--- src/rtl/pwm_deadtime_gen.sv ---
// Complementary PWM leg: centre-aligned duty compare, dead-time insertion between gates, sticky fault trip.
// Gate turns off 2 cycles after the compare crossing; the opposite gate turns on DEADTIME cycles later.
module pwm_deadtime_gen #(
    parameter int WIDTH    = 10,
    parameter int DT_WIDTH = 6,
    parameter int DEADTIME = 8
) (
    input  logic             i_clk,
    input  logic             rst_n,
    input  logic [WIDTH-1:0] value,
    input  logic [WIDTH-1:0] duty_in,
    input  logic             duty_wr,
    input  logic             en,
    input  logic             fault_in,
    input  logic             fault_clr,
    output logic             pwm_h,
    output logic             pwm_l,
    output logic             fault,
    output logic             period_start
);

    localparam logic [1:0] ST_OFF  = 2'd0;
    localparam logic [1:0] ST_DEAD = 2'd1;
    localparam logic [1:0] ST_HIGH = 2'd2;
    localparam logic [1:0] ST_LOW  = 2'd3;

    localparam logic [DT_WIDTH-1:0] DT_LAST = DT_WIDTH'(DEADTIME - 1);

    logic [WIDTH-1:0]    value_q;
    logic [WIDTH-1:0]    pending_q;
    logic [WIDTH-1:0]    active_q;
    logic                raw_q;
    logic                fault_q;
    logic                period_start_q;
    logic [1:0]          state_q;
    logic [1:0]          state_d;
    logic [DT_WIDTH-1:0] cnt_q;
    logic [DT_WIDTH-1:0] cnt_d;
    logic                target_q;
    logic                target_d;
    logic                pwm_h_q;
    logic                pwm_l_q;

    logic valley;
    logic trip;
    logic raw_d;
    logic fault_d;

    // value_q resets to all-ones so the first zero after reset is treated as a valley
    assign valley = (value == '0) && (value_q != '0);
    assign trip   = !en || fault_q || fault_in;
    assign raw_d  = (value < active_q) || (active_q == '1);

    always_comb begin
        fault_d = fault_q;
        if (fault_in) begin
            fault_d = 1'b1;
        end else if (fault_clr) begin
            fault_d = 1'b0;
        end
    end

    always_comb begin
        state_d  = state_q;
        cnt_d    = cnt_q;
        target_d = target_q;
        if (trip) begin
            state_d = ST_OFF;
            cnt_d   = '0;
        end else begin
            case (state_q)
                ST_OFF: begin
                    state_d  = ST_DEAD;
                    target_d = raw_q;
                    cnt_d    = '0;
                end
                ST_DEAD: begin
                    // a compare change during dead-time restarts the full interval
                    if (raw_q != target_q) begin
                        target_d = raw_q;
                        cnt_d    = '0;
                    end else if (cnt_q == DT_LAST) begin
                        state_d = target_q ? ST_HIGH : ST_LOW;
                    end else begin
                        cnt_d = cnt_q + DT_WIDTH'(1);
                    end
                end
                ST_HIGH: begin
                    if (!raw_q) begin
                        state_d  = ST_DEAD;
                        target_d = 1'b0;
                        cnt_d    = '0;
                    end
                end
                default: begin
                    if (raw_q) begin
                        state_d  = ST_DEAD;
                        target_d = 1'b1;
                        cnt_d    = '0;
                    end
                end
            endcase
        end
    end

    always_ff @(posedge i_clk) begin
        if (!rst_n) begin
            value_q        <= '1;
            pending_q      <= '0;
            active_q       <= '0;
            raw_q          <= 1'b0;
            fault_q        <= 1'b0;
            period_start_q <= 1'b0;
            state_q        <= ST_OFF;
            cnt_q          <= '0;
            target_q       <= 1'b0;
            pwm_h_q        <= 1'b0;
            pwm_l_q        <= 1'b0;
        end else begin
            value_q        <= value;
            raw_q          <= raw_d;
            fault_q        <= fault_d;
            period_start_q <= valley;
            state_q        <= state_d;
            cnt_q          <= cnt_d;
            target_q       <= target_d;
            pwm_h_q        <= (state_d == ST_HIGH);
            pwm_l_q        <= (state_d == ST_LOW);
            if (duty_wr) begin
                pending_q <= duty_in;
            end
            // a same-cycle write lands in pending after active has taken the old word
            if (valley) begin
                active_q <= pending_q;
            end
        end
    end

    assign pwm_h        = pwm_h_q;
    assign pwm_l        = pwm_l_q;
    assign fault        = fault_q;
    assign period_start = period_start_q;

endmodule

--- config.mk ---
export PLATFORM = sky130hd
export DESIGN_NAME = pwm_deadtime_gen
export DESIGN_NICKNAME = d
export VERILOG_FILES = /design/src/rtl/pwm_deadtime_gen.sv
export SDC_FILE = /design/constraint.sdc
export NUM_CORES = 1
export LEC_CHECK = 0
export ABC_AREA = 1
export CORE_AREA = 2 2 84 54
export CTS_CLUSTER_DIAMETER = 200
export CTS_CLUSTER_SIZE = 24
export DETAILED_ROUTE_END_ITERATION = 16
export DIE_AREA = 0 0 86 56
export PLACE_DENSITY_LB_ADDON = 0.1
export SLEW_MARGIN = 15
export SYNTH_ARGS = -nofsm -noshare
export SYNTH_HDL_FRONTEND = slang
export SYNTH_SLANG_ARGS = --single-unit
--- constraint.sdc ---
create_clock -name i_clk -period 1.42 [get_ports i_clk]
set_input_delay 0.284 -clock i_clk [delete_from_list [all_inputs] [get_ports i_clk]]
set_output_delay 0.284 -clock i_clk [all_outputs]
set_load 0.02 [all_outputs]
Word level (Yosys, flattened, before mapping) --
Cells that the tools add are included. Widths: inputs -> output; s select.
Storage, ports and cells: logic and storage cells 56, output and inout port bits 4, bits in registers 44
Cells by class: equal/unequal tests 10, multiplexer cells 18, order comparisons 1, reduce and logical (&&, ||, !) cells 13, bitwise logic cells 2, $add $sub $neg 1
Operators by type and width (count):
- $mux 6 | 4
- $pmux 6 s3 | 1
- $eq 10x10->1 const B | 1
- $logic_not 10->1 | 1
- $lt 10x10->1 | 1
- $mux 2 | 5
- $reduce_bool 10->1 | 1
- $add 6x1->6 const B | 1
- $eq 2x2->1 const B | 3
- $eq 6x3->1 const B | 1
- $mux 1 | 6
- $pmux 2 s3 | 1
- $ne 2x2->1 const B | 2
- $reduce_and 4->1 | 1
- $reduce_bool 4->1 | 1
- $logic_or 1x1->1 | 3
- $ne 3x3->1 const B | 1
- $pmux 1 s3 | 1
- $reduce_and 3->1 | 1
- $eq 2x1->1 const B | 1
- $logic_not 2->1 | 1
- $not 1->1 | 2
- $reduce_bool 2->1 | 1
- $reduce_or 2->1 | 1
- other kinds (3) | 3

Depth between registers and ports, before layout --
depth after elaboration 6, gate-level depth with buffers 9

Least setup slack after synthesis --
No wires, ideal clock.
path kind flip-flop to flip-flop, start register cnt_q[0], end register pwm_h_q (netlist: pwm_h), slack 166 ps, arrival 1190 ps, setup time 64 ps, period minus slack after synthesis 1254 ps, cell stages (with the launch flop) 10, path through dfxtp_1 > ha_1 > nand2_1 > nor2_1 > nand2_1 > nor2_1 > nand2_1 > nand3_1 > inv_1 > nor2_1
Between the ends: cells in the longest elaborated chain, start to end 6
RTL lines:
- start, declared | line 37 | logic [DT_WIDTH-1:0] cnt_q;
- start signal, assigned | line 125 | cnt_q <= cnt_d;
- $eq 6x3->1 | line 82 | end else if (cnt_q == DT_LAST) begin
- $mux 2 | line 82
- $mux 2 | line 79 | if (raw_q != target_q) begin
- $pmux 2 s3 | line 71 | case (state_q)
- $mux 2 | line 67 | if (trip) begin
- $eq 2x2->1 | line 127 | pwm_h_q <= (state_d == ST_HIGH);
- end signal, assigned | line 127
- end, declared | line 41 | logic pwm_h_q;
No other way between the ends. A chain may end at the register's enable or synchronous reset.

Worst setup path after layout --
start input value[5], end register raw_q
Between the ends: cells in the longest elaborated chain, start to end 2
RTL lines:
- start, declared | line 10 | input logic [WIDTH-1:0] value,
- $lt 10x10->1 | line 52 | assign raw_d = (value < active_q) || (active_q == '1);
- $logic_or 1x1->1 | line 52
- end signal, assigned | line 121 | raw_q <= raw_d;
- end, declared | line 32 | logic raw_q;
No other way between the ends.

==> results_dict.tcl <==
set metrics [dict create \
    outcome "finished clean" \
    postCtsSetupRepairBufs 0 \
    dp_hpwl_mm 3.02 \
    hold_viol 0 \
    clkTransAtPathRegs_ns 0.08 \
    leakage_nw 1.13 \
    drive_above_1_share_pct 12.7 \
    hold_path_class "primary input to flip-flop" \
    wl_per_cell_um 10.4 \
    path_max_fanout 3 \
    r2r_start "cnt_q[0]" \
    worstSetupStartpointType "primary input" \
    syn-num-nets 329 \
    yosysWarnings 0 \
    drc_errors 0 \
    num_rows 18 \
    grt_start_max_net_pins 22 \
    setup_viol 0 \
    netlist_instances 293 \
    syn_avg_cell_area_um2 7.13 \
    max-cap-violations 0 \
    synth_cell_types 24 \
    io_buffers 29 \
    finalWirelength_mm 4.07 \
    grt_overflow 0 \
    ios 30 \
    crit_start "value[5]" \
    seq_area_frac_synth_pct 42.2 \
    rrSetupSlack_ns 0.09 \
    dr_total_vias 1834 \
    start_util_pct 52.4 \
    clock-sinks 44 \
    placedCellCount 381 \
    slowest_stage "clkdlybuf4s50_1" \
    fin_crit_sh_pct 94.4 \
    fin_crit_ns 1.34 \
    first_global_vias 1537 \
    endpoint "raw_q" \
    ir_drop_mv 0.510 \
    layout_commonest_cell "nand2_1" \
    fp.dieW_um 86 \
    firstDrtPassIters 4 \
    worst_r2r_endpoint "cnt_q[3]" \
    cts_tree "done" \
    clockRootBuffer "clkbuf_8" \
    fin_nets 374 \
    cts_buffers 5 \
    crit_path_end_kind "flip-flop" \
    clock_latency_ns 0.29 \
    cts_buffer_depth 2 \
    drt_iter0_drc 68 \
    diodes 0 \
    track_usage_pct 18.3 \
    core_mm2 0.00399 \
    cp.arrival_ns 1.57 \
    power.density_mw_per_mm2 876 \
    finalNonFillerCells 389 \
    hold_slack_ns 0.375 \
    power_w 0.00232 \
    syn_to_final_growth_pct 26.9 \
    via_per_inst 4.71 \
    max_freq_mhz 746 \
    max_stage_delay_ns 0.54 \
    htree_levels 2 \
    antenna_found_initial 0 \
    gp_congestion 0.895 \
    crit_type "primary input to flip-flop" \
    die_y_um 56 \
    maxSlewViolCount 0 \
    ant_nets 0 \
    required_ns 1.65 \
    utilization_pct 66.5 \
    grt_pass1_wl_mm 6.96 \
    dieArea_mm2 0.00482 \
    rsz0062_at_grt "no" \
    worst_pin_slew_ns 0.356 \
    fin_skew_ns 0.00657 \
    final_cell_mix "60 x nand2_1, 44 x dfxtp_1, 41 x inv_1, 38 x nor2_1, 30 x a21oi_1" \
    crit_path_cell_trace "clkdlybuf4s50_1 -> ha_1 -> nand2_1 -> inv_1 -> nand2_1 -> nand2_1 -> nand2_1 -> nand3_1 -> a21oi_1" \
    slew_headroom_pct 76.3 \
    synth_area_mm2 0.00209 \
    ff2ff_path_depth 8 \
    path_common_cell "nand2_1" \
    synth-seq-cells 44 \
]
==> what timing repair did <==
item | 4_1_cts | 5_1_grt
setup endpoints to repair | 4 | 6
gates resized for setup | 4 | 3
hold endpoints to repair | 0 | 0
pin swaps | 0 | 1
hold buffers | 0 | 0
cloned | 0 | 0
==> worst min-delay path by stage <==
stage	from	endpoint	cells after the start
5_1_grt	value[4]	value_q[4]	3
3_5_place_dp	pending_q[6]	pending_q[6]	2
2_1_floorplan	value[8]	value_q[8]	2
3_3_place_gp	pending_q[1]	pending_q[1]	2
4_1_cts	pending_q[6]	pending_q[6]	2
6_report	value[4]	value_q[4]	3
==> synth_stat cells <==
master | number | area share, %
ha_1 | 10 | 6.0
nand3_2 | 3 | 1.4
a21o_1 | 1 | 0.36
or2_2 | 6 | 1.8
o21ai_2 | 1 | 0.42
nor2_4 | 1 | 0.54
inv_1 | 41 | 7.4
clkbuf_1 | 2 | 0.36
buf_4 | 2 | 0.72
nand4_1 | 8 | 2.4
nand2_1 | 60 | 11
inv_2 | 3 | 0.54
buf_6 | 1 | 0.54
nor2_2 | 1 | 0.30
a21oi_1 | 30 | 7.2
dfxtp_1 | 44 | 42
nand3_1 | 20 | 4.8
nand2_4 | 1 | 0.54
or2_1 | 1 | 0.30
o21ai_0 | 11 | 2.6
nand2_2 | 1 | 0.30
nor2_1 | 38 | 6.8
buf_2 | 5 | 1.2
nor3_1 | 2 | 0.48
==> report_power, final <==
part	switching, W	total (W)	internal (W)
logic	0.000115	0.000251	0.000136
clock network	0.000386	0.000783	0.000396
registers	0.0000140	0.00129	0.00127
total	0.000515	0.00232	0.00181
==> cells by family after synthesis <==
kind of cell,Yosys count,share of synthesized area (%)
DFF,44,42.2
buffers and inverters,54,10.7
adders and majority gates,10,5.99
and+or+nand+nor,142,30.5
AOI/OAI and AO/OA,43,10.6
==> layout make-up <==
class                   count  area [µm²]
fillers                   366        1340
multi-input cells         195         996
flip-flops and latches     44         881
repair buffers             48         455
inverters                  44         165
clock buffers               8        90.1
well taps                  50        62.6
==> flip-flops by register name, summed over array words and instances (netlist names) <==
name and cells:
raw_q 1, value_q 10, pwm_h 1, period_start 1, pending_q 10, fault 1, cnt_q 6, active_q 10
pwm_l 1, state_q 2, target_q 1
==> metrics by stage <==
| step | setup TNS (ns) | worst slack, ns | cell area, µm² |
|---|---|---|---|
| floorplan | 0 | 0.166 | 2090 |
| global placement | -2.90 | -0.268 | 2550 |
| detailed placement | -3.56 | -0.269 | 2550 |
| CTS | 0 | 0.0302 | 2640 |
| global route | 0 | 0.000212 | 2650 |
| finish | 0 | 0.0802 | 2650 |
==> worst max-delay path: cells and delay by family <==
family                     cells  cell delay [ns]
and+or+nand+nor                5             0.32
AOI/OAI and AO/OA              1             0.12
adders and majority gates      1             0.27
buffers and inverters          2             0.58
==> per-layer routing <==
metal,vias to the layer above,routed length [µm],track usage [%]
li1,1016,-,-
met1,769,2330,27.8
met2,42,1450,24.6
met3,7,212,4.45
met4,0,70,6.80
met5,-,0,0
No activity file was read; power rests on OpenSTA's default activity.
